`src/rtl/ps2_pkg.sv`:
```
// rtl/ps2_pkg.sv - shared scan-code constants and decoder state encoding for ps2_key_ctrl
package ps2_pkg;

    typedef enum logic [1:0] {
        IDLE    = 2'd0,
        BRK     = 2'd1,
        EXT     = 2'd2,
        EXT_BRK = 2'd3
    } ps2_state_e;

    localparam logic [7:0] SC_BREAK  = 8'hF0;
    localparam logic [7:0] SC_EXT    = 8'hE0;
    localparam logic [7:0] SC_LSHIFT = 8'h12;
    localparam logic [7:0] SC_RSHIFT = 8'h59;
    localparam logic [7:0] SC_CAPS   = 8'h58;

    function automatic logic is_prefix(input logic [7:0] b);
        return (b == SC_BREAK) || (b == SC_EXT);
    endfunction

endpackage

```
`src/rtl/key_fifo.sv`:
```
// rtl/key_fifo.sv - synchronous FIFO with a registered head word that holds its value when empty
module key_fifo #(
    parameter int DEPTH = 8,
    parameter int WIDTH = 8
) (
    input  logic                       clk,
    input  logic                       resetn,
    input  logic                       push,
    input  logic [WIDTH-1:0]           din,
    input  logic                       pop,
    output logic [WIDTH-1:0]           dout,
    output logic                       full,
    output logic                       empty,
    output logic [$clog2(DEPTH):0]     count
);
    localparam int AW = $clog2(DEPTH);
    localparam int CW = AW + 1;

    logic [WIDTH-1:0] mem [DEPTH];
    logic [AW-1:0]    wr_ptr;
    logic [AW-1:0]    rd_ptr;
    logic [AW-1:0]    rd_nxt;
    logic [CW-1:0]    count_nxt;
    logic             do_push;
    logic             do_pop;

    assign empty   = (count == '0);
    assign full    = (count == CW'(DEPTH));
    assign do_pop  = pop && !empty;
    assign do_push = push && (!full || do_pop);

    always_comb begin
        rd_nxt    = do_pop ? rd_ptr + AW'(1) : rd_ptr;
        count_nxt = count;
        if (do_push && !do_pop) begin
            count_nxt = count + CW'(1);
        end else if (do_pop && !do_push) begin
            count_nxt = count - CW'(1);
        end
    end

    always_ff @(posedge clk) begin
        if (do_push) begin
            mem[wr_ptr] <= din;
        end
    end

    // Head is registered; when the new head slot is being written this edge, forward din.
    always_ff @(posedge clk) begin
        if (!resetn) begin
            wr_ptr <= '0;
            rd_ptr <= '0;
            count  <= '0;
            dout   <= '0;
        end else begin
            if (do_push) begin
                wr_ptr <= wr_ptr + AW'(1);
            end
            rd_ptr <= rd_nxt;
            count  <= count_nxt;
            if (count_nxt != '0) begin
                dout <= (do_push && (wr_ptr == rd_nxt)) ? din : mem[rd_nxt];
            end
        end
    end

endmodule

```
`src/rtl/ps2_key_ctrl.sv`:
```
// rtl/ps2_key_ctrl.sv - PS/2 scan-code decoder, modifier tracking and key queue; optional TYPEMATIC_FILTER_EN
module ps2_key_ctrl
    import ps2_pkg::*;
#(
    parameter int         DEPTH    = 8,
    parameter logic [7:0] UNMAPPED = 8'h00
) (
    input  logic                      sysclk,
    input  logic                      reset,
    input  logic [7:0]                scan_code,
    input  logic                      scan_code_ready,
    input  logic [7:0]                ascii_in,
    output logic                      letter_case,
    output logic                      key_valid,
    output logic [7:0]                key_data,
    input  logic                      key_ready,
    output logic                      overflow,
    output logic [$clog2(DEPTH):0]    fifo_count,
    output logic [3:0]                led_status
);
    localparam logic [1:0] ST_IDLE    = IDLE;
    localparam logic [1:0] ST_BRK     = BRK;
    localparam logic [1:0] ST_EXT     = EXT;
    localparam logic [1:0] ST_EXT_BRK = EXT_BRK;

    logic [1:0] state;
    logic [1:0] state_nxt;
    logic       shift_l;
    logic       shift_r;
    logic       caps_lock;
    logic       shift_l_nxt;
    logic       shift_r_nxt;
    logic       caps_lock_nxt;
    logic       push;
    logic       pop;
    logic       fifo_full;
    logic       fifo_empty;
    logic       repeat_make;
`ifdef TYPEMATIC_FILTER_EN
    logic [7:0] last_make;
    logic [7:0] last_make_nxt;
`endif

`ifdef TYPEMATIC_FILTER_EN
    assign repeat_make = (scan_code == last_make);
`else
    assign repeat_make = 1'b0;
`endif

    always_comb begin
        state_nxt     = state;
        shift_l_nxt   = shift_l;
        shift_r_nxt   = shift_r;
        caps_lock_nxt = caps_lock;
        push          = 1'b0;
`ifdef TYPEMATIC_FILTER_EN
        last_make_nxt = last_make;
`endif
        if (scan_code_ready) begin
            case (state)
                ST_IDLE: begin
                    if (scan_code == SC_BREAK) begin
                        state_nxt = ST_BRK;
                    end else if (scan_code == SC_EXT) begin
                        state_nxt = ST_EXT;
                    end else if (!repeat_make) begin
`ifdef TYPEMATIC_FILTER_EN
                        last_make_nxt = scan_code;
`endif
                        case (scan_code)
                            SC_LSHIFT: shift_l_nxt   = 1'b1;
                            SC_RSHIFT: shift_r_nxt   = 1'b1;
                            SC_CAPS:   caps_lock_nxt = ~caps_lock;
                            default:   push          = (ascii_in != UNMAPPED);
                        endcase
                    end
                end
                ST_BRK: begin
                    if (scan_code == SC_LSHIFT) begin
                        shift_l_nxt = 1'b0;
                    end
                    if (scan_code == SC_RSHIFT) begin
                        shift_r_nxt = 1'b0;
                    end
`ifdef TYPEMATIC_FILTER_EN
                    if (scan_code == last_make) begin
                        last_make_nxt = 8'h00;
                    end
`endif
                    state_nxt = ST_IDLE;
                end
                ST_EXT: begin
                    state_nxt = (scan_code == SC_BREAK) ? ST_EXT_BRK : ST_IDLE;
                end
                default: begin
                    state_nxt = ST_IDLE;
                end
            endcase
        end
    end

    // letter_case is loaded from the next-state modifiers so it is valid for the very next byte.
    always_ff @(posedge sysclk) begin
        if (!reset) begin
            state       <= ST_IDLE;
            shift_l     <= 1'b0;
            shift_r     <= 1'b0;
            caps_lock   <= 1'b0;
            letter_case <= 1'b0;
            overflow    <= 1'b0;
`ifdef TYPEMATIC_FILTER_EN
            last_make   <= 8'h00;
`endif
        end else begin
            state       <= state_nxt;
            shift_l     <= shift_l_nxt;
            shift_r     <= shift_r_nxt;
            caps_lock   <= caps_lock_nxt;
            letter_case <= (shift_l_nxt | shift_r_nxt) ^ caps_lock_nxt;
            if (push && fifo_full && !pop) begin
                overflow <= 1'b1;
            end
`ifdef TYPEMATIC_FILTER_EN
            last_make   <= last_make_nxt;
`endif
        end
    end

    assign key_valid  = !fifo_empty;
    assign pop        = key_ready && key_valid;
    assign led_status = {overflow, key_valid, caps_lock, shift_l | shift_r};

    key_fifo #(
        .DEPTH (DEPTH),
        .WIDTH (8)
    ) u_key_fifo (
        .clk    (sysclk),
        .resetn (reset),
        .push   (push),
        .din    (ascii_in),
        .pop    (pop),
        .dout   (key_data),
        .full   (fifo_full),
        .empty  (fifo_empty),
        .count  (fifo_count)
    );

endmodule

```
`config.mk`:
```
export PLATFORM = sky130hd
export DESIGN_NAME = ps2_key_ctrl
export DESIGN_NICKNAME = d
export VERILOG_FILES = /design/src/rtl/ps2_pkg.sv /design/src/rtl/key_fifo.sv /design/src/rtl/ps2_key_ctrl.sv
export SDC_FILE = /design/constraint.sdc
export NUM_CORES = 1
export LEC_CHECK = 0
export ABC_AREA = 1
export CAP_MARGIN = 20
export CORE_MARGIN = 2
export CORE_UTILIZATION = 55
export CTS_CLUSTER_SIZE = 14
export DETAILED_ROUTE_END_ITERATION = 6
export PLACE_DENSITY = 0.82
export SYNTH_ARGS = -nofsm -noshare
export SYNTH_HDL_FRONTEND = slang
export SYNTH_HIERARCHICAL = 1
export SYNTH_SLANG_ARGS = --single-unit
```
`constraint.sdc`:
```
create_clock -name sysclk -period 8.09 [get_ports sysclk]
set_clock_uncertainty 0.05 [all_clocks]
set_input_delay 1.618 -clock sysclk [delete_from_list [all_inputs] [get_ports sysclk]]
set_output_delay 1.618 -clock sysclk [all_outputs]
set_load 0.1 [all_outputs]
```
==> run_results.csv, run 1 <==
group,metric,value,unit
drt,avgRoutedWirePerCell,13.96,um
yosys,count_of_synthesis_stage_warnings_from_yosys,6,
cts,tritoncts_sinks,89,
cts,clk_pin_slew,80,ps
yosys,yosys.area.top_type,"sky130_fd_sc_hd__edfxtp_1",
power,swShare,0.4453,
floorplanning,io-pin-count,39,
sta,min_period_over_period,0.5602,
floorplanning,core,7687,um^2
power,vdd.ir_drop.worst,0.1199,mV
cts,cts.path.max_buffers,2,
global_routing,grt_use_total,0.2134,
cts,ctsRootBufferMaster,"sky130_fd_sc_hd__clkbuf_8",
placement,place.gp.congestion,0.8743,
placement,port_buffers,38,
cts,postCtsSetupBuffers,0,
yosys,synth-edff-count,64,
final_layout,antenna-diode-count,0,
yosys,synth-async-reset-ratio,0,
setup_path,crit_path_start_kind,"input port",
yosys,syn_avg_cell_area,8.922,um^2
setup_path,reg2reg_setup_slack,4730,ps
floorplanning,rows,32,
yosys,syn-instance-count,489,
sta,period_needed,4532,ps
final_layout,design.final.nets,548,
cts,cts-htree-levels,3,
floorplanning,die-height,93.07,um
global_routing,number_of_antenna_violations_at_the_first_check_in_global_routing,0,
drt,final_antenna_net_count,0,
yosys,ys_top_cells_by_area,"sky130_fd_sc_hd__edfxtp_1 (44%), sky130_fd_sc_hd__dfxtp_1 (11%), sky130_fd_sc_hd__nor2_1 (7.5%), sky130_fd_sc_hd__nand2_1 (7.1%), sky130_fd_sc_hd__inv_1 (5.3%)",
final_layout,syn2layout_area_growth,13.71,%
yosys,synth_top_area_frac,0.4405,
sta,timing.setup.tns,0,ps
placement,place_hpwl,6144,um
global_routing,grt_pass1_vias,3176,
sta,worst_pin_slew,976.7,ps
setup_path,worstPathArrival,4460,ps
drt,drt-vias-per-instance,5.434,
yosys,yosysMostFrequentCell,"sky130_fd_sc_hd__nor2_1",
cts,clkLatencyLatePin,350,ps
sta,worst_slew_margin_rel,0.3468,
floorplanning,fp.dieArea,8661,um^2
setup_path,critical_path_class,"in -> reg",
job,max_cap_viol_count,0,
yosys,syn-cell-area,4363,um^2
setup_path,end_kind,"register",
cts,cts_tree,"yes",
power,power.share.combinational,0.453,
sta,setup_slack,3558,ps
drt,vias,3429,
floorplanning,starting_density_of_the_core,0.5675,
final_layout,finalInstanceArea,4961,um^2
power,p_total,1.541,mW
placement,dp_slack,3176,ps
drt,drt-pass1-iter-count,5,
sta,report.final.setup_viol,0,
yosys,postSynth.topFlopCell,"sky130_fd_sc_hd__edfxtp_1",
power,power.share.clock,0.188,
setup_path,critPathRequiredTime,8020,ps
yosys,sequential_to_total_area_share_from_yosys_stat,0.5552,
power,p_switching,686.3,uW
sta,setup_repair_after_global_routing_missed_its_margin,"false",
cts,post_cts_resized,0,
global_routing,grt_start_max_net_pins,46,
drt,drt_iter0_drc,276,
global_routing,gr_ovfl_total,0,
sta,final_hold_fails,0,
final_layout,final_layout_size_suffix_gt1_frac,0.08885,
floorplanning,chipWidth,93.07,um
setup_path,path_max_fanout,10,
setup_path,rr_worst_depth,11,
yosys,synth_register_bits,89,
yosys,synth.net_count,513,
power,p_seq_frac,0.359,
placement,detailed_place.area,4772,um^2
power,power_density,310.7,nW/um^2
drt,route.detailed.drc,0,
min_path,whs_path_depth,2,
final_layout,final_util,0.6453,
min_path,min_delay_worst_type,"reg -> reg",
yosys,ys_top_cells_by_count,"sky130_fd_sc_hd__nor2_1 (87), sky130_fd_sc_hd__nand2_1 (83), sky130_fd_sc_hd__edfxtp_1 (64)",
global_routing,grt_first_pass_wirelength,14480,um
final_layout,filler_cell_count,613,
yosys,synth_cell_types,33,
sta,fmaxAchievable,220.6,MHz
cts,numCtsBuffers,9,
cts,cts_hold_buf,0,
power,internal,854.9,uW
outcome,result_of_the_run,"complete, no violations",
sta,drv_slew,0,
power,p_leak,2.032,nW
drt,route.final.wire_length,8809,um
metrics by stage:
stage | hold slack (ps) | cells
finish | 429.1 | 631
global route | 462.0 | 631
CTS | 431.4 | 631
detailed placement | 422.3 | 615
global placement | 407.9 | 615
floorplan | 425.9 | 489
power groups by stage:
stage	combinational (mW)	clock (mW)	sequential, mW
2_1_floorplan	0.425	0	0.698
3_3_place_gp	0.674	0	0.562
3_5_place_dp	0.689	0	0.563
4_1_cts	0.691	0.296	0.553
5_1_grt	0.761	0.311	0.558
6_report	0.698	0.290	0.553
final cells by class:
| type | count | area (um^2) | area share |
|---|---|---|---|
| Clock buffer | 12 | 135.1 | 0.02724 |
| Clock inverter | 4 | 53.80 | 0.01084 |
| Sequential cell | 89 | 2422 | 0.4883 |
| Inverter | 68 | 255.2 | 0.05145 |
| Multi-Input combinational cell | 318 | 1587 | 0.3198 |
| Timing Repair Buffer | 38 | 380.4 | 0.07667 |
| Tap cell | 102 | 127.6 | 0.02573 |
cells by family after synthesis:
family / count (synthesis) / share of synthesized area
AO/OA/AOI/OAI: 65 / 0.08317
AND/OR/NAND/NOR: 245 / 0.2592
flip-flops: 89 / 0.5552
adder cells (fa/ha/maj): 4 / 0.01147
buffers and inverters: 82 / 0.08116
XOR/XNOR: 4 / 0.009753
worst max-delay path: stages:
cell and delay, ps:
sky130_fd_sc_hd__clkdlybuf4s50_1 700, sky130_fd_sc_hd__nor2_1 90, sky130_fd_sc_hd__nand4_1 120, sky130_fd_sc_hd__nand3_1 100, sky130_fd_sc_hd__nor4_1 460, sky130_fd_sc_hd__inv_1 210, sky130_fd_sc_hd__a21oi_4 210, sky130_fd_sc_hd__inv_1 90
sky130_fd_sc_hd__nor2_1 140, sky130_fd_sc_hd__inv_1 110, sky130_fd_sc_hd__nor2_1 590
routing by layer:
metal | vias up | part of all wire | track usage
met5 | - | 0 | 0
met4 | 0 | 0.026 | 0.1127
met3 | 21 | 0.068 | 0.03626
met2 | 158 | 0.47 | 0.3351
met1 | 1575 | 0.44 | 0.2850
li1 | 1675 | - | -
registers in the layout (all words and copies together), names as in the netlist:
name and cells:
overflow 1, letter_case 1, shift_r 1, u_key_fifo/mem 64
shift_l 1, state 2, caps_lock 1, u_key_fifo/rd_ptr 3
u_key_fifo/wr_ptr 3, u_key_fifo/dout 8, u_key_fifo/count 4
cell usage in the layout, fill, tap and decap left out, types with 3 or more instances in the layout:
cell type	Yosys	routed
sky130_fd_sc_hd__nand2_1	83	83
sky130_fd_sc_hd__edfxtp_1	64	64
sky130_fd_sc_hd__nor2_4	4	4
sky130_fd_sc_hd__o211ai_1	7	7
sky130_fd_sc_hd__nand2_4	4	4
sky130_fd_sc_hd__nand2_2	5	5
sky130_fd_sc_hd__clkbuf_8	0	9
sky130_fd_sc_hd__o21ai_0	22	22
sky130_fd_sc_hd__a21oi_1	8	8
sky130_fd_sc_hd__inv_1	62	62
sky130_fd_sc_hd__nor2_1	87	87
sky130_fd_sc_hd__inv_2	6	6
sky130_fd_sc_hd__ha_1	4	4
sky130_fd_sc_hd__nand3_1	43	43
sky130_fd_sc_hd__nor2_2	6	6
sky130_fd_sc_hd__dfxtp_1	25	25
sky130_fd_sc_hd__clkdlybuf4s50_1	0	38
sky130_fd_sc_hd__nand4_1	4	4
sky130_fd_sc_hd__o21ai_1	25	25
sky130_fd_sc_hd__clkbuf_1	0	3
worst paths after layout:
check | start | endpoint
worst max-delay path | ascii_in[5] | u_key_fifo/mem[1][5]
worst min-delay path | overflow | overflow
worst max register to register | u_key_fifo/count[0] | u_key_fifo/mem[1][5]
worst min register to register | overflow | overflow
No activity file was read; power rests on OpenSTA's default activity.
==> run 2, diff against run 1 <==
- CORE_UTILIZATION: 55 -> 52
- PLACE_DENSITY: 0.82 -> 0.81
- clock period: 8.09 -> 4 ns (I/O delays scaled with it)
==> run 2 against run 1 <==
  * Sequential power increased by 100%
  * Critical path depth increased by 5
  * Clock power increased by 100%
  * Core utilization decreased by 2.7 points
  * Die area increased by 5.5%
==> run_results.csv, run 2 (synthesis results as in run 1) <==
group,metric,value,unit
setup_path,end_kind,"register",
cts,cts.path.max_buffers,2,
final_layout,final_util,0.6188,
final_layout,layout.cells.most_common_list,"sky130_fd_sc_hd__nor2_1 (87), sky130_fd_sc_hd__nand2_1 (83), sky130_fd_sc_hd__edfxtp_1 (64)",
power,power.share.combinational,0.457,
final_layout,biggest_register,"u_key_fifo/mem",
setup_path,worstPathArrival,3390,ps
drt,drt_iter0_drc,271,
floorplanning,io-pin-count,39,
drt,route.final.wire_length,9429,um
placement,port_buffers,38,
global_routing,grt_start_max_net_pins,46,
floorplanning,core,8175,um^2
floorplanning,die-height,95.60,um
setup_path,critPathRequiredTime,4210,ps
power,vdd.ir_drop.worst,0.2055,mV
job,max_cap_viol_count,0,
cts,cts_tree,"yes",
drt,final_antenna_net_count,0,
cts,clk_pin_slew,90,ps
final_layout,final_layout_size_suffix_gt1_frac,0.1199,
setup_path,timing.critical_path.slowest_stage_cell,"sky130_fd_sc_hd__clkdlybuf4s50_1",
drt,avgRoutedWirePerCell,14.57,um
cts,post_cts_resized,0,
sta,timing.setup.tns,0,ps
final_layout,final_common_cell,"sky130_fd_sc_hd__nor2_1",
cts,cts-htree-levels,3,
min_path,min_delay_worst_type,"reg -> reg",
floorplanning,starting_density_of_the_core,0.5337,
sta,report.final.setup_viol,0,
sta,fmaxAchievable,314.5,MHz
drt,drt-vias-per-instance,5.289,
power,p_seq_frac,0.357,
drt,route.detailed.drc,0,
sta,worst_pin_slew,968.6,ps
placement,dp_cells,631,
sta,period_needed,3180,ps
setup_path,cpLargestDelayFamily,"simple AND/OR/NAND/NOR gates",
sta,worst_slew_margin_rel,0.3523,
sta,final_hold_fails,0,
cts,ctsRootBufferMaster,"sky130_fd_sc_hd__clkbuf_8",
setup_path,critical_path.most_common_cell,"sky130_fd_sc_hd__nand2_1",
power,power_density,619.1,nW/um^2
placement,place_hpwl,6512,um
final_layout,syn2layout_area_growth,15.94,%
sta,setup_repair_after_global_routing_missed_its_margin,"false",
setup_path,cp_cell_sequence,"clkdlybuf4s50_1 > nor2_1 > nand4_1 > nand3_1 > nor4_1 > inv_1 > nand3_2 > inv_1 > nand2_1 > nand2_1 > nand2_1 > nand2_1 > nor2_1 > nand2_2 > o21ai_0 > nor2_1",
final_layout,design.final.nets,561,
setup_path,crit_path_start_kind,"input port",
power,p_total,3.132,mW
global_routing,grt_use_total,0.2249,
placement,place.gp.congestion,0.8839,
outcome,result_of_the_run,"complete, no violations",
floorplanning,chipWidth,95.60,um
drt,drt-pass1-iter-count,5,
setup_path,count_of_buffer_and_inverter_cells_on_the_critical_path,3,
power,internal,1.718,mW
power,p_switching,1.413,mW
final_layout,largest_registers,"u_key_fifo/mem: 64 flops, u_key_fifo/dout: 8 flops, u_key_fifo/count: 4 flops",
power,power.share.clock,0.186,
sta,drv_slew,0,
setup_path,critical_path_class,"in -> reg",
final_layout,largest_reg_flops,64,
power,swShare,0.4513,
final_layout,antenna-diode-count,0,
sta,min_period_over_period,0.7949,
global_routing,grt_first_pass_wirelength,15320,um
cts,clkLatencyLatePin,360,ps
cts,numCtsBuffers,9,
final_layout,finalNonFillerCells,647,
global_routing,gr_ovfl_total,0,
global_routing,grt_pass1_vias,3243,
floorplanning,fp.dieArea,9139,um^2
setup_path,path_max_fanout,15,
global_routing,number_of_antenna_violations_at_the_first_check_in_global_routing,0,
cts,tritoncts_sinks,89,
floorplanning,rows,33,
cts,postCtsSetupBuffers,0,
power,p_leak,2.109,nW
setup_path,cp_slowest_stage_delay,700,ps
cts,cts_hold_buf,0,
drt,vias,3422,
## run 2: cell types whose count changed in the layout (fill, tap and decap cells not counted)
cell                              change
sky130_fd_sc_hd__clkinv_2             +1
sky130_fd_sc_hd__clkinvlp_4           -1
sky130_fd_sc_hd__clkdlybuf4s50_1      -2
sky130_fd_sc_hd__bufinv_16            -1
sky130_fd_sc_hd__clkbuf_8             +2
sky130_fd_sc_hd__clkbuf_1             -3
sky130_fd_sc_hd__clkinv_4             +2
sky130_fd_sc_hd__buf_4               +15
## run 2: path summary, 6_finish.rpt
path | slack (ps) | from | to | cells after the start
worst max-delay path | 820 | ascii_in[7] | u_key_fifo/dout[4] | 16
worst min-delay path | 430 | overflow | overflow | 2
worst max register to register | 1030 | u_key_fifo/count[0] | u_key_fifo/dout[7] | 16
worst min register to register | 430 | overflow | overflow | 2
## run 2: through the flow
stage,cell area [um^2],setup slack (ps),hold WS [ps]
floorplan,4363,440.7,425.9
global placement,4868,593.8,408.1
detailed placement,4868,461.5,409.6
CTS,5059,842.1,426.0
global route,5059,504.9,470.6
finish,5059,820.2,429.2
## run 2: final cells by class
| type | instances | area (um^2) |
|---|---|---|
| clock inverters | 5 | 38.79 |
| well taps | 105 | 131.4 |
| clock buffers | 11 | 151.4 |
| inverters | 68 | 255.2 |
| fillers | 665 | 3117 |
| multi-input cells | 318 | 1587 |
| flip-flops and latches | 89 | 2422 |
| repair buffers | 51 | 473.0 |
## run 2: layer usage
metal | routed length (um) | GRT usage
met4 | 191 | 0.1095
met3 | 545 | 0.03478
met5 | 0 | 0
met2 | 4485 | 0.3642
met1 | 4207 | 0.2956
## run 2: power by group through the flow
| stage | registers, mW | logic [mW] | clock network [mW] |
|---|---|---|---|
| finish | 1.12 | 1.43 | 0.582 |
| global route | 1.13 | 1.56 | 0.626 |
| CTS | 1.12 | 1.42 | 0.592 |
| detailed placement | 1.14 | 1.42 | 0 |
| global placement | 1.14 | 1.39 | 0 |
| floorplan | 1.41 | 0.860 | 0 |
## run 2: worst reg2reg max path, stage by stage (launching register included)
cell and delay, ps:
sky130_fd_sc_hd__dfxtp_1 490, sky130_fd_sc_hd__inv_1 130, sky130_fd_sc_hd__ha_1 270, sky130_fd_sc_hd__nand2_4 140, sky130_fd_sc_hd__inv_1 60, sky130_fd_sc_hd__nor2_1 100, sky130_fd_sc_hd__buf_4 170, sky130_fd_sc_hd__nand2_4 130
sky130_fd_sc_hd__nand2_4 130, sky130_fd_sc_hd__nand2_4 260, sky130_fd_sc_hd__inv_2 350, sky130_fd_sc_hd__nor2_1 70, sky130_fd_sc_hd__o21ai_1 150, sky130_fd_sc_hd__nor2_1 50, sky130_fd_sc_hd__nor2_1 230, sky130_fd_sc_hd__nor2_1 70
sky130_fd_sc_hd__nor2_1 80
